**config.mk**
```make
export PLATFORM = sky130hd
export DESIGN_NAME = ir_cfg_sequencer_flat
export DESIGN_NICKNAME = d
export VERILOG_FILES = /design/src/rtl/ir_cfg_pkg.sv /design/src/rtl/ir_cfg_sequencer_if.sv /design/src/rtl/ir_cfg_timer.sv /design/src/rtl/ir_cfg_sequencer.sv /design/src/flat_wrapper.sv
export SDC_FILE = /design/constraint.sdc
export NUM_CORES = 1
export LEC_CHECK = 0
export ABC_AREA = 1
export BUFFER_PORTS_ARGS = -buffer_cell sky130_fd_sc_hd__buf_4
export CORE_MARGIN = 1.5
export CORE_UTILIZATION = 30
export CTS_BUF_LIST = sky130_fd_sc_hd__clkbuf_4
export CTS_CLUSTER_DIAMETER = 120
export DETAILED_ROUTE_END_ITERATION = 6
export HOLD_SLACK_MARGIN = 0.06
export RECOVER_POWER = 25
export SYNTH_ARGS = -nofsm -noshare
export SYNTH_HDL_FRONTEND = slang
export SYNTH_SLANG_ARGS = --single-unit
```
**constraint.sdc**
```tcl
create_clock -name clk -period 5.2 [get_ports clk]
set_clock_uncertainty 0.15 [all_clocks]
set_input_delay 0.52 -clock clk [delete_from_list [all_inputs] [get_ports clk]]
set_output_delay 0.52 -clock clk [all_outputs]
set_load 0.03 [all_outputs]
```
**src/rtl/ir_cfg_pkg.sv**
```systemverilog
// ir_cfg_pkg
// Shared types and constants for the IR-camera configuration sequencer.
//   ir_cfg_state_t : sequencer FSM states
//   FRAME_HEAD     : first byte of every command frame
//   FRAME_TAIL0/1  : two-byte trailer that closes a frame
//   max3()         : constant helper used to size the shared timer
package ir_cfg_pkg;

   typedef enum logic [2:0] {
      S_IDLE,
      S_BOOT,
      S_FETCH,
      S_SEND,
      S_WAIT_ACK,
      S_GAP,
      S_DONE,
      S_ERROR
   } ir_cfg_state_t;

   localparam logic [7:0] FRAME_HEAD  = 8'hAA;
   localparam logic [7:0] FRAME_TAIL0 = 8'hEB;
   // The closing byte of a frame is the same value as the opening byte.
   localparam logic [7:0] FRAME_TAIL1 = FRAME_HEAD;

   // Largest of three delays; the timer must be wide enough for all of them.
   function automatic int max3(input int a, input int b, input int c);
      int m;
      m = (a > b) ? a : b;
      return (m > c) ? m : c;
   endfunction

endpackage

```
**src/rtl/ir_cfg_sequencer_if.sv**
```systemverilog
// ir_cfg_sequencer_if
// Bundles the sequencer's ROM, UART and status signals.
//   start     : 1-cycle pulse that begins a configuration run
//   rom_index : ROM address (combinational ROM, data valid same cycle)
//   rom_data  : ROM byte at rom_index
//   tx_data   : byte offered to the UART TX
//   tx_valid  : tx_data is valid
//   tx_ready  : UART accepts the byte when tx_valid & tx_ready
//   rx_valid  : 1-cycle pulse, camera response byte received
//   busy      : run in progress
//   done      : all frames acknowledged (sticky)
//   error     : retries exhausted or malformed table (sticky)
//   cmd_idx   : current/last frame index
// master = sequencer side, slave = ROM/UART/control side.
interface ir_cfg_sequencer_if;

   logic       start;
   logic [7:0] rom_index;
   logic [7:0] rom_data;
   logic [7:0] tx_data;
   logic       tx_valid;
   logic       tx_ready;
   logic       rx_valid;
   logic       busy;
   logic       done;
   logic       error;
   logic [3:0] cmd_idx;

   modport master (
      input  start, rom_data, tx_ready, rx_valid,
      output rom_index, tx_data, tx_valid, busy, done, error, cmd_idx
   );

   modport slave (
      output start, rom_data, tx_ready, rx_valid,
      input  rom_index, tx_data, tx_valid, busy, done, error, cmd_idx
   );

endinterface

```
**src/rtl/ir_cfg_timer.sv**
```systemverilog
// ir_cfg_timer
// Loadable down-counter shared by the boot, gap and acknowledge waits.
//   clk    : clock
//   rst    : synchronous active-high reset
//   load   : load 'value' this cycle (first cycle of a timed state)
//   value  : load value, delay minus one
//   expire : final cycle of the timed interval
// Loading N-1 on the entry cycle makes expire fall on the N-th cycle
// of the state, so the owning state lasts exactly N cycles (N >= 2).
module ir_cfg_timer #(
   parameter int WIDTH = 8
) (
   input  logic             clk,
   input  logic             rst,
   input  logic             load,
   input  logic [WIDTH-1:0] value,
   output logic             expire
);

   logic [WIDTH-1:0] count;

   // Count down to zero after a load and then rest there until the next load.
   always_ff @(posedge clk) begin
      if (rst) begin
         count <= '0;
      end else if (load) begin
         count <= value;
      end else if (count != '0) begin
         count <= count - WIDTH'(1);
      end
   end

   // The load cycle itself never expires, so a stale count cannot end a fresh wait.
   assign expire = !load && (count <= WIDTH'(1));

endmodule

```
**src/rtl/ir_cfg_sequencer.sv**
```systemverilog
// ir_cfg_sequencer
// Walks the camera config ROM (CDS-3 frame then Save frame), streams each
// byte to the UART TX, waits for a camera response after every frame and
// resends a frame on timeout.
//   clk : clock
//   rst : synchronous active-high reset
//   bus : ir_cfg_sequencer_if.master (start, ROM, UART TX/RX and status)
module ir_cfg_sequencer
   import ir_cfg_pkg::*;
#(
   parameter int NUM_BYTES   = 18,
   parameter int BOOT_DELAY  = 1000000,
   parameter int GAP_CYCLES  = 50000,
   parameter int ACK_TIMEOUT = 200000,
   parameter int MAX_RETRY   = 3
) (
   input logic                  clk,
   input logic                  rst,
   ir_cfg_sequencer_if.master   bus
);

   localparam int CW = $clog2(max3(BOOT_DELAY, GAP_CYCLES, ACK_TIMEOUT) + 1);
   localparam int RW = (MAX_RETRY < 1) ? 1 : $clog2(MAX_RETRY + 1);

   localparam logic [CW-1:0] BOOT_LOAD = CW'(BOOT_DELAY - 1);
   localparam logic [CW-1:0] GAP_LOAD  = CW'(GAP_CYCLES - 1);
   localparam logic [CW-1:0] ACK_LOAD  = CW'(ACK_TIMEOUT - 1);
   localparam logic [RW-1:0] RETRY_MAX = RW'(MAX_RETRY);
   localparam logic [7:0]    LAST_IDX  = 8'(NUM_BYTES - 1);
   localparam logic [7:0]    END_IDX   = 8'(NUM_BYTES);

   ir_cfg_state_t state;

   logic [7:0]    rom_index;
   logic [7:0]    frame_start;
   logic [7:0]    prev_byte;
   logic          tail_seen;
   logic [7:0]    tx_data;
   logic          tx_valid;
   logic          busy;
   logic          done;
   logic          error;
   logic [3:0]    cmd_idx;
   logic [RW-1:0] retry;
   logic          timer_load;
   logic [CW-1:0] timer_value;
   logic          timer_expire;

   ir_cfg_timer #(
      .WIDTH (CW)
   ) u_timer (
      .clk    (clk),
      .rst    (rst),
      .load   (timer_load),
      .value  (timer_value),
      .expire (timer_expire)
   );

   // Main sequencer. Every timed state is entered with timer_load raised for
   // its first cycle. prev_byte is cleared whenever a frame (re)starts so a
   // trailer can never be matched across a frame boundary. An ack on the
   // same cycle as the timeout is checked first and therefore wins.
   always_ff @(posedge clk) begin
      if (rst) begin
         state       <= S_IDLE;
         rom_index   <= '0;
         frame_start <= '0;
         prev_byte   <= '0;
         tail_seen   <= 1'b0;
         tx_data     <= '0;
         tx_valid    <= 1'b0;
         busy        <= 1'b0;
         done        <= 1'b0;
         error       <= 1'b0;
         cmd_idx     <= '0;
         retry       <= '0;
         timer_load  <= 1'b0;
         timer_value <= '0;
      end else begin
         timer_load <= 1'b0;
         case (state)
            S_IDLE, S_DONE, S_ERROR: begin
               if (bus.start) begin
                  rom_index   <= '0;
                  frame_start <= '0;
                  cmd_idx     <= '0;
                  retry       <= '0;
                  done        <= 1'b0;
                  error       <= 1'b0;
                  busy        <= 1'b1;
                  timer_load  <= 1'b1;
                  timer_value <= BOOT_LOAD;
                  state       <= S_BOOT;
               end
            end

            S_BOOT: begin
               if (timer_expire) begin
                  prev_byte <= '0;
                  state     <= S_FETCH;
               end
            end

            S_FETCH: begin
               tx_data   <= bus.rom_data;
               tx_valid  <= 1'b1;
               tail_seen <= (prev_byte == FRAME_TAIL0) && (bus.rom_data == FRAME_TAIL1);
               prev_byte <= bus.rom_data;
               state     <= S_SEND;
            end

            S_SEND: begin
               if (bus.tx_ready) begin
                  tx_valid  <= 1'b0;
                  rom_index <= rom_index + 8'd1;
                  if (tail_seen) begin
                     timer_load  <= 1'b1;
                     timer_value <= ACK_LOAD;
                     state       <= S_WAIT_ACK;
                  end else if (rom_index == LAST_IDX) begin
                     error <= 1'b1;
                     busy  <= 1'b0;
                     state <= S_ERROR;
                  end else begin
                     state <= S_FETCH;
                  end
               end
            end

            S_WAIT_ACK: begin
               if (bus.rx_valid) begin
                  retry   <= '0;
                  cmd_idx <= cmd_idx + 4'd1;
                  if (rom_index == END_IDX) begin
                     done  <= 1'b1;
                     busy  <= 1'b0;
                     state <= S_DONE;
                  end else begin
                     timer_load  <= 1'b1;
                     timer_value <= GAP_LOAD;
                     state       <= S_GAP;
                  end
               end else if (timer_expire) begin
                  if (retry < RETRY_MAX) begin
                     retry     <= retry + RW'(1);
                     rom_index <= frame_start;
                     prev_byte <= '0;
                     state     <= S_FETCH;
                  end else begin
                     error <= 1'b1;
                     busy  <= 1'b0;
                     state <= S_ERROR;
                  end
               end
            end

            S_GAP: begin
               if (timer_expire) begin
                  frame_start <= rom_index;
                  prev_byte   <= '0;
                  state       <= S_FETCH;
               end
            end

            default: begin
               state <= S_IDLE;
            end
         endcase
      end
   end

   // All outputs come straight from registers.
   assign bus.rom_index = rom_index;
   assign bus.tx_data   = tx_data;
   assign bus.tx_valid  = tx_valid;
   assign bus.busy      = busy;
   assign bus.done      = done;
   assign bus.error     = error;
   assign bus.cmd_idx   = cmd_idx;

endmodule

```
**src/flat_wrapper.sv**
```systemverilog
// flat-port wrapper written by rule: the top's interface ports become plain ports
module ir_cfg_sequencer_flat import ir_cfg_pkg::*;
#(
   parameter int NUM_BYTES   = 18,
   parameter int BOOT_DELAY  = 1000000,
   parameter int GAP_CYCLES  = 50000,
   parameter int ACK_TIMEOUT = 200000,
   parameter int MAX_RETRY   = 3
)
  (clk, rst, bus_start, bus_rom_data, bus_tx_ready, bus_rx_valid, bus_rom_index, bus_tx_data, bus_tx_valid, bus_busy, bus_done, bus_error, bus_cmd_idx);
  ir_cfg_sequencer_if bus_i ();
  input logic clk;
  input logic rst;
  input wire logic [$bits(bus_i.start)-1:0] bus_start;
  input wire logic [$bits(bus_i.rom_data)-1:0] bus_rom_data;
  input wire logic [$bits(bus_i.tx_ready)-1:0] bus_tx_ready;
  input wire logic [$bits(bus_i.rx_valid)-1:0] bus_rx_valid;
  output wire logic [$bits(bus_i.rom_index)-1:0] bus_rom_index;
  output wire logic [$bits(bus_i.tx_data)-1:0] bus_tx_data;
  output wire logic [$bits(bus_i.tx_valid)-1:0] bus_tx_valid;
  output wire logic [$bits(bus_i.busy)-1:0] bus_busy;
  output wire logic [$bits(bus_i.done)-1:0] bus_done;
  output wire logic [$bits(bus_i.error)-1:0] bus_error;
  output wire logic [$bits(bus_i.cmd_idx)-1:0] bus_cmd_idx;
  assign bus_i.start = bus_start;
  assign bus_i.rom_data = bus_rom_data;
  assign bus_i.tx_ready = bus_tx_ready;
  assign bus_i.rx_valid = bus_rx_valid;
  assign bus_rom_index = bus_i.rom_index;
  assign bus_tx_data = bus_i.tx_data;
  assign bus_tx_valid = bus_i.tx_valid;
  assign bus_busy = bus_i.busy;
  assign bus_done = bus_i.done;
  assign bus_error = bus_i.error;
  assign bus_cmd_idx = bus_i.cmd_idx;
  ir_cfg_sequencer #(.NUM_BYTES(NUM_BYTES), .BOOT_DELAY(BOOT_DELAY), .GAP_CYCLES(GAP_CYCLES), .ACK_TIMEOUT(ACK_TIMEOUT), .MAX_RETRY(MAX_RETRY)) u_core (.clk(clk), .rst(rst), .bus(bus_i));
endmodule
```
## After elaboration in Yosys (flattened, before gate mapping)

Cells that the tools add are included.

- Add/sub/neg operators: 4
- Magnitude comparators: 2
- Eq/ne operators: 29
- Mux-type cells: 67
- Reductions and logical operators: 24

Operator list:

| operator | number |
|---|---|
| two-way mux 20 bit | 7 |
| two-way mux 8 bit | 10 |
| case mux 20 bit (3 select lines) | 1 |
| case mux 8 bit (3 select lines) | 2 |
| two-way mux 3 bit | 8 |
| two-way mux 1 bit | 23 |
| <= comparator 20 x 1 -> 1 bit (second input constant) | 1 |
| nonzero test 20 bit | 1 |
| subtractor 20 x 1 -> 20 bit (second input constant) | 1 |
| equality test 8 x 5 -> 1 bit (second input constant) | 2 |
| equality test 8 bit (second input constant) | 2 |
| case mux 8 bit (2 select lines) | 1 |
| AND reduction 8 bit | 2 |
| case mux 3 bit (5 select lines) | 1 |
| inequality test 2 x 1 -> 1 bit (second input constant) | 7 |
| inequality test 2 bit (second input constant) | 7 |
| equality test 3 bit (second input constant) | 4 |
| AND reduction 4 bit | 3 |
| AND reduction 6 bit | 2 |
| two-way mux 2 bit | 5 |
| inequality test 3 x 2 -> 1 bit (second input constant) | 3 |
| case mux 1 bit (3 select lines) | 3 |
| adder 8 x 1 -> 8 bit (second input constant) | 1 |
| two-way mux 4 bit | 2 |
| 19 further kinds | 27 |

- Register bits: 87
- Input bits: 13
- Output and inout port bits: 24
- Logic and storage cells: 141

## Logic depth before layout (Yosys ltp)

Gate-level depths: netlist of the first run.

- Depth in word-level cells: 5
- Depth in mapped cells: 12
- Mapped depth without buffers: 12

## Hierarchy

A second synthesis of the first run with hierarchy kept.

- Cells, all modules: 601
- Area total of the unflattened synthesis: 4010.1 µm²

Modules (own cells, without submodules):

| module | instances | cells each | area each (µm²) |
|---|---|---|---|
| ir_cfg_sequencer | 1 | 368 | 2509.9 |
| ir_cfg_timer | 1 | 233 | 1500.2 |

## Worst setup path before layout of the first run

OpenSTA, ideal clock, no wires.

- Kind: reg-to-reg
- Start: reg u_core.rom_index[0], in the netlist u_core.bus.rom_index[0]
- End: reg u_core.timer_value[14]
- Setup time: 0.128 ns
- Arrival time: 1.509 ns
- Required time: 4.922 ns
- Path slack: 3.414 ns
- Stages on the path, launching flop included: 11
- Buffers on the path: 0
- Clock period less this slack: 1.786 ns
- Cell sequence: dfxtp_1 > inv_1 > ha_1 > nand2_1 > nor2_1 > nand2_1 > nand3_1 > nor2_4 > inv_2 > a21oi_1 > nor2_1

- Cells in the longest elaborated chain, start to end: 3

Ends and longest elaborated chain:

| item | line | RTL |
|---|---|---|
| start, declared | ir_cfg_sequencer.sv:34 | `logic [7:0] rom_index;` |
| start signal, assigned | ir_cfg_sequencer.sv:115 | `rom_index <= rom_index + 8'd1;` |
| start signal, assigned | ir_cfg_sequencer.sv:146 | `rom_index <= frame_start;` |
| equality test 8 x 5 -> 1 bit | ir_cfg_sequencer.sv:134 | `if (rom_index == END_IDX) begin` |
| inequality test 2 bit (no source line) | -- |  |
| AND reduction 6 bit (no source line) | -- |  |
| end signal, assigned | ir_cfg_sequencer.sv:92 | `timer_value <= BOOT_LOAD;` |
| end signal, assigned | ir_cfg_sequencer.sv:118 | `timer_value <= ACK_LOAD;` |
| end signal, assigned | ir_cfg_sequencer.sv:140 | `timer_value <= GAP_LOAD;` |
| end, declared | ir_cfg_sequencer.sv:46 | `logic [CW-1:0] timer_value;` |

No other way between the ends.
A chain may end at the register's enable or synchronous reset.

## Worst setup path in the final report of the first run

- Start: reg u_core.state[1]
- End: reg u_core.rom_index[1], in the netlist u_core.bus.rom_index[1]

- Cells in the longest elaborated chain, start to end: 4

Ends and longest elaborated chain:

| item | line | RTL |
|---|---|---|
| start, declared | ir_cfg_sequencer.sv:32 | `ir_cfg_state_t state;` |
| start signal, assigned | ir_cfg_sequencer.sv:65 | `state <= S_IDLE;` |
| start signal, assigned | ir_cfg_sequencer.sv:93 | `state <= S_BOOT;` |
| start signal, assigned | ir_cfg_sequencer.sv:100 | `state <= S_FETCH;` |
| equality test 3 bit / zero test 3 bit (equally long branches) | ir_cfg_sequencer.sv:81 | `case (state)` |
| OR reduction 3 bit | ir_cfg_sequencer.sv:81 |  |
| inequality test 2 bit (no source line) / nonzero test 3 bit (equally long branches) | -- |  |
| AND reduction 6 bit (no source line) | -- |  |

Several ways; a longest one is shown, not always the timed one.

==> results of run 1 <==
critical path: cells and delay by family (launching register included):
| kind | cells | cell delay [ns] |
|---|---|---|
| and+or+nand+nor | 6 | 1.18 |
| buffers and inverters | 2 | 0.15 |
| DFF | 1 | 0.37 |
| AOI/OAI and AO/OA | 2 | 0.25 |
power by group through the flow:
stage | combinational, mW | clock (mW) | sequential [mW]
after floorplan | 0.882 | 0 | 0.917
after global placement | 1.21 | 0 | 0.879
after detailed placement | 1.23 | 0 | 0.883
after CTS | 1.23 | 0.478 | 0.871
after global routing | 1.37 | 0.499 | 0.890
final | 1.20 | 0.463 | 0.870
area by class of cell:
cell class	instances	share of cell area [%]
flip-flops and latches	74	34.8
clock inverters	7	2.88
multi-input cells	391	46.3
well taps	168	4.94
inverters	55	4.86
repair buffers	36	4.50
clock buffers	9	1.59
diodes	1	0.0589
cell families after synthesis:
family / after synthesis
simple gates: 256
compound gates: 116
flops: 74
buf+inv: 67
xor+xnor: 11
fa+ha+maj: 8
per-stage QoR:
stage / hold WS, ns / power (mW) / util [%] / worst slack (ns) / std cells
3_3_place_gp: 0.299 / 2.09 / 34.3 / 3.06 / 724
3_5_place_dp: 0.304 / 2.11 / 34.3 / 3.04 / 724
2_1_floorplan: 0.286 / 1.80 / - / 3.41 / 532
5_1_grt: 0.206 / 2.76 / 35.2 / 2.80 / 741
6_report: 0.236 / 2.53 / 35.2 / 3.04 / 741
4_1_cts: 0.209 / 2.58 / 35.9 / 3.01 / 740
worst max-delay path by stage:
stage / to / slack (ns) / cells after the start
2_1_floorplan: u_core.timer_value[14] / 3.41 / 10
3_3_place_gp: u_core.state[0] / 3.06 / 7
3_5_place_dp: u_core.state[0] / 3.04 / 7
4_1_cts: u_core.state[0] / 3.01 / 7
5_1_grt: u_core.bus.rom_index[1] / 2.80 / 10
6_report: u_core.bus.rom_index[1] / 3.04 / 10
synth_stat cells (7+ instances only):
library cell,instances,area [um2]
ha_1,8,100
inv_2,7,26.3
clkbuf_1,11,41.3
dfxtp_1,74,1480
o21ai_0,37,185
nor2_4,7,78.8
a21oi_1,63,315
inv_1,47,176
nand2_1,112,420
nor3_1,11,55.1
nor2_1,72,270
nand4_1,11,68.8
nand3_1,17,85.1
metal layers:
layer | GRT usage [%] | part of all wire (%) | up-vias
met5 | 0 | 0 | -
met3 | 3.86 | 4.4 | 11
li1 | - | - | 1822
met2 | 25.5 | 48 | 69
met4 | 4.83 | 1.6 | 0
met1 | 18.8 | 46 | 1601
placed cells by master (no fill, tap or decap), drive strengths merged:
master	synthesis	routed
nand2	118	118
nor2	85	85
dfxtp	74	74
a21oi	63	63
inv	54	56
o21ai	43	43
clkbuf	11	30
nand3	19	19
buf	1	15
nand4	12	12
nor3	11	11
ha	8	8
xnor2	6	6
nor4	5	5
xor2	5	5
bufinv	0	3
or2	2	2
o211ai	2	2
nand3b	2	2
clkinvlp	0	2
diode	0	1
a32oi	1	1
clkinv	1	1
and2	1	1
o31ai	1	1
nor3b	1	1
a21boi	1	1
a31oi	1	1
a211oi	1	1
o21a	1	1
a32o	1	1
a22o	1	1
registers in the layout, indices dropped and copies added (netlist names), 2 cells and up:
register / flops
u_core.bus.cmd_idx: 4
u_core.bus.rom_index: 8
u_core.u_timer.count: 20
u_core.state: 3
u_core.timer_value: 7
u_core.frame_start: 8
u_core.bus.tx_data: 8
u_core.retry: 2
u_core.prev_byte: 8
==> qor.csv, run 1 <==
metric;value;unit
CTS tree;done;
Max stage delay cell, worst path;nor2_2;
DPL Wire Length;6810;um
Post-Route WL;9160;um
total gr overflow;0;
Hold Startpoint;bus_rom_data[7];
worst-case reg-to-reg path depth;10;
Critical Path Max Stage Delay;0.40;ns
max_slew headroom;52.6;%
post-DR vias/cell;4.73;
cell chain of the critical path;inv_2 > nor2_1 > inv_2 > nor2_2 > nand2_1 > nand2_4 > nor2_4 > nand3_2 > o21ai_0 > a21oi_1;
All-Layer GR Usage;15.1;%
synthesized area per cell;6.98;um2
sequential area share after synthesis;39.9;%
Sw Ratio;45.8;%
WP data required;5.41;ns
period utilization;41.6;%
main combinational cell family by area after synthesis;simple AND/OR/NAND/NOR gates;
multiplexer share of the synthesized area;0;%
Netlist cell types;37;
TritonCTS Buffers;9;
final setup fails;0;
PwrDens;595;nW/um2
combinational share of power;47.3;%
area share of xor/xnor cells in the synthesized design;2.60;%
worst endpoint data arrival time;2.37;ns
clk_lat worst skew;0.42;ns
Yosys reg bits;74;
CTS sink count;74;
IO buf count;36;
reg2reg end;u_core.bus.rom_index[1];
sequential power share;34.4;%
RSZ-0062 raised after global routing;false;
fill cell count;1323;
worst reg-to-reg setup slack;3.04;ns
IO Pins;37;
Post-DRT Antenna Nets;0;
Post-Synthesis Cells;532;
area delta synth->final;14.6;%
Post-Synth Simple-Gate Area;31.5;%
status;finished clean;
drt pass-1 iters;4;
placed instance area;4140;um2
via count;3503;
Post-Synth Adder-Cell Area;2.70;%
Max-Cap Viols;0;
Die H;114;um
post-layout min period;2.16;ns
die width;114;um
CP startpoint kind;register;
top_reg_cell synth;dfxtp_1;
residual DRC count;0;
max-slew violations;0;
share of cells above drive strength 1;10.5;%
row count;40;
initial core utilization;30.8;%
final instance area;4250;um2
CTS root buf;clkbuf_4;
CTS Buffer Depth;2;
Crit Path Category;reg2reg;
LEAKAGE;1.73;nW
Cells on Worst Hold Path;3;
HP Class;in2reg;
Worst Hold Endpoint;u_core.prev_byte[7];
core area;12100;um2
nets;588;
wire per inst;12.4;um
r2r startpoint;u_core.state[1];
Post-synth ARST share;0;%
first-pass GRT wire length;15800;um
Mapped Nets;553;
H-tree lvl count;3;
vias in the first global route;3396;
maximum vdd drop;0.260;mV
largest net degree at the start of global routing;46;
Post-CTS Setup Bufs;0;
CP endpoint kind;register;
switching power;1.16;mW
initial antenna violation count;1;
RePlAce Congestion;0.932;
setup TNS;0;ns
worst slew pin tran;0.705;ns
Yosys Warn Count;0;
combined area of the multi-input logic cells;1970;um2
CP most frequent cell;inv_2;
register area;1480;um2
Internal Power;1.37;mW
Iteration-0 DRC Markers;167;
Synth Cell Area;3710;um2
final hold vios;0;
Die ar.;13000;um2
CTS Hold Buffers Added;0;
CP max FO;11;
crit path launch;u_core.state[1];
Resized Gates After CTS;0;
Clk pwr share;18.3;%
number of synthesized flops with an enable pin;0;
clock-pin slew on the worst setup and hold paths;0.13;ns
Synth Area in Compound Gates;16.4;%
f_max;463;MHz
No activity file was read; power rests on OpenSTA's default activity.
==> inputs of run 2 (changes only) <==
clock period = 1.8 ns   (was 5.2 ns; I/O delays follow)
==> run 2 against run 1 <==
Effect of this change:
- the run now ends with negative setup slack left
- wire length grew 12%
- sequential share of layout area down 5.0 points
- global-route usage increased by 0.93 points
- final area grew 18%
- utilization grew 6.4 points
- count of clock-buffer cells in the layout is 2 higher
- sequential cell count did not move
- clock power increased by 130%
- sequential power rose to 2.9 times the previous value
- critical endpoint is now u_core.u_timer.count[14]
- largest cell class unchanged
==> qor.csv, run 2 (same netlist as run 1, synthesis figures left out) <==
metric;value;unit;change
Iteration-0 DRC Markers;142;;-15%
failing checks;negative setup slack;;
CTS tree;done;;
core area;12100;um2;unchanged
wire per inst;12.6;um;+2.3%
RSZ-0062 raised after global routing;true;;
cell chain of the critical path;nor2_4 > nand2_2 > nor2_4 > nand4_1 > buf_4 > buf_4 > nand3_1 > a21oi_1;;
commonest cells after routing, fill and taps aside;nand2_1 (102), buf_4 (80), dfxtp_1 (64), nor2_1 (57), a21oi_1 (55);;
f_max;555;MHz;+20%
worst slew pin tran;0.485;ns;-0.220 ns
clock-pin slew on the worst setup and hold paths;0.12;ns;about the same
nets;661;;+12%
LEAKAGE;2.14;nW;+23%
Sw Ratio;45.3;%;-0.52 points
share of cells above drive strength 1;29.3;%;+19 points
Max stage delay cell, worst path;dfxtp_4;;
Post-Route WL;10300;um;+12%
largest net degree at the start of global routing;45;;-2.2%
post-layout min period;1.80;ns;-0.359 ns
combinational share of power;57.3;%;+10 points
Crit Path Category;reg2reg;;
period utilization;100;%;+59 points
commonest non-fill, non-tap cell in the layout;nand2_1;;
CTS Buffer Depth;2;;unchanged
H-tree lvl count;3;;unchanged
DPL Wire Length;7510;um;+10%
CTS root buf;clkbuf_4;;
Post-DRT Antenna Nets;0;;unchanged
max_slew headroom;67.7;%;+15 points
initial antenna violation count;1;;unchanged
HP Class;reg2reg;;
Die ar.;13000;um2;unchanged
PwrDens;1650;nW/um2;+180%
IO Pins;37;;unchanged
Max-Cap Viols;0;;unchanged
IO buf count;36;;unchanged
row count;40;;unchanged
status;finished with violations;;
sequential power share;30.0;%;-4.4 points
final hold vios;0;;unchanged
Internal Power;4.52;mW;+230%
clk_lat worst skew;0.44;ns;+0.02 ns
die width;114;um;unchanged
total gr overflow;0;;unchanged
Die H;114;um;unchanged
Critical Path Max Stage Delay;0.38;ns;-0.02 ns
CP max FO;5;;-6
initial core utilization;30.8;%;unchanged
maximum vdd drop;0.827;mV;+220%
drt pass-1 iters;4;;unchanged
vias in the first global route;3637;;+7.1%
CP endpoint kind;register;;
final setup fails;1;;+1
WP data required;1.96;ns;-3.45 ns
RePlAce Congestion;0.892;;-4.3%
Top reg by flops;u_core.u_timer.count;;
All-Layer GR Usage;16.0;%;+0.93 points
first-pass GRT wire length;16600;um;+4.9%
TritonCTS Buffers;9;;unchanged
switching power;3.75;mW;+220%
worst endpoint data arrival time;1.96;ns;-0.41 ns
CP startpoint kind;register;;
setup TNS;-0.00170;ns;-0.00170 ns
Largest register FFs;20;;unchanged
via count;3825;;+9.2%
post-DR vias/cell;4.70;;-0.60%
area delta synth->final;35.4;%;
CTS sink count;74;;unchanged
Clk pwr share;12.7;%;-5.6 points
residual DRC count;0;;unchanged
max-slew violations;0;;unchanged
setup slack after layout;-0.00170;ns;-3.04 ns
Place WS;-0.126;ns;-3.16 ns
## run 2: worst max-delay path, delay by kind of cell, from the launching register on
kind	cells	cell delay [ns]
AND/OR/NAND/NOR	5	0.72
buffers and inverters	2	0.36
AO/OA/AOI/OAI	1	0.07
flip-flops	1	0.38
## run 2: metrics by stage
step / power (mW) / std cells / util (%) / hold slack [ns] / cell area (um2)
after CTS: 7.89 / 806 / 40.1 / 0.321 / 4840
after global placement: 6.52 / 771 / 37.3 / 0.297 / 4500
after floorplan: 5.20 / 532 / - / 0.197 / 3710
after global routing: 8.92 / 814 / 41.6 / 0.341 / 5020
final: 8.27 / 814 / 41.6 / 0.323 / 5020
after detailed placement: 6.61 / 771 / 37.3 / 0.302 / 4500
## run 2: per-layer routing
metal	wire (um)	vias to the layer above	share of wire (%)	track usage [%]
li1	-	1977	-	-
met1	4640	1752	45	18.9
met2	5050	74	49	27.2
met3	319	22	3.1	3.18
met4	286	0	2.8	9.17
met5	0	-	0	0
## run 2: path summary, 6_finish.rpt
kind                       startpoint                       end  slack [ns]  cells after the start
max reg2reg  u_core.u_timer.count[15]  u_core.u_timer.count[14]      -0.002                      8
min               u_core.prev_byte[1]       u_core.prev_byte[1]        0.32                      2
min reg2reg       u_core.prev_byte[1]       u_core.prev_byte[1]        0.32                      2
max          u_core.u_timer.count[15]  u_core.u_timer.count[14]      -0.002                      8
## run 2: final cells by class
cell class,count,area (um2)
tap,168,210
sequential,74,1500
clock inverter,5,55.1
antenna,1,2.50
multi-input combinational,392,2150
fill,1259,7040
timing repair buffer,108,811
inverter,55,214
clock buffer,11,82.6
## run 2: timing repair
action                     in CTS  in global routing
setup buffers                   6                  7
gates cloned                    0                  1
setup endpoints to repair      38                 58
hold endpoints to repair       24                  0
gates resized for setup        15                 70
hold buffers                   13                  0
pin swaps                       5                 20
## run 2: power by group through the flow
| stage | registers (mW) | clock network, mW | logic, mW |
|---|---|---|---|
| floorplan | 2.65 | 0 | 2.55 |
| global placement | 2.44 | 0 | 4.08 |
| detailed placement | 2.45 | 0 | 4.16 |
| CTS | 2.43 | 1.08 | 4.38 |
| global route | 2.54 | 1.15 | 5.23 |
| finish | 2.48 | 1.05 | 4.74 |
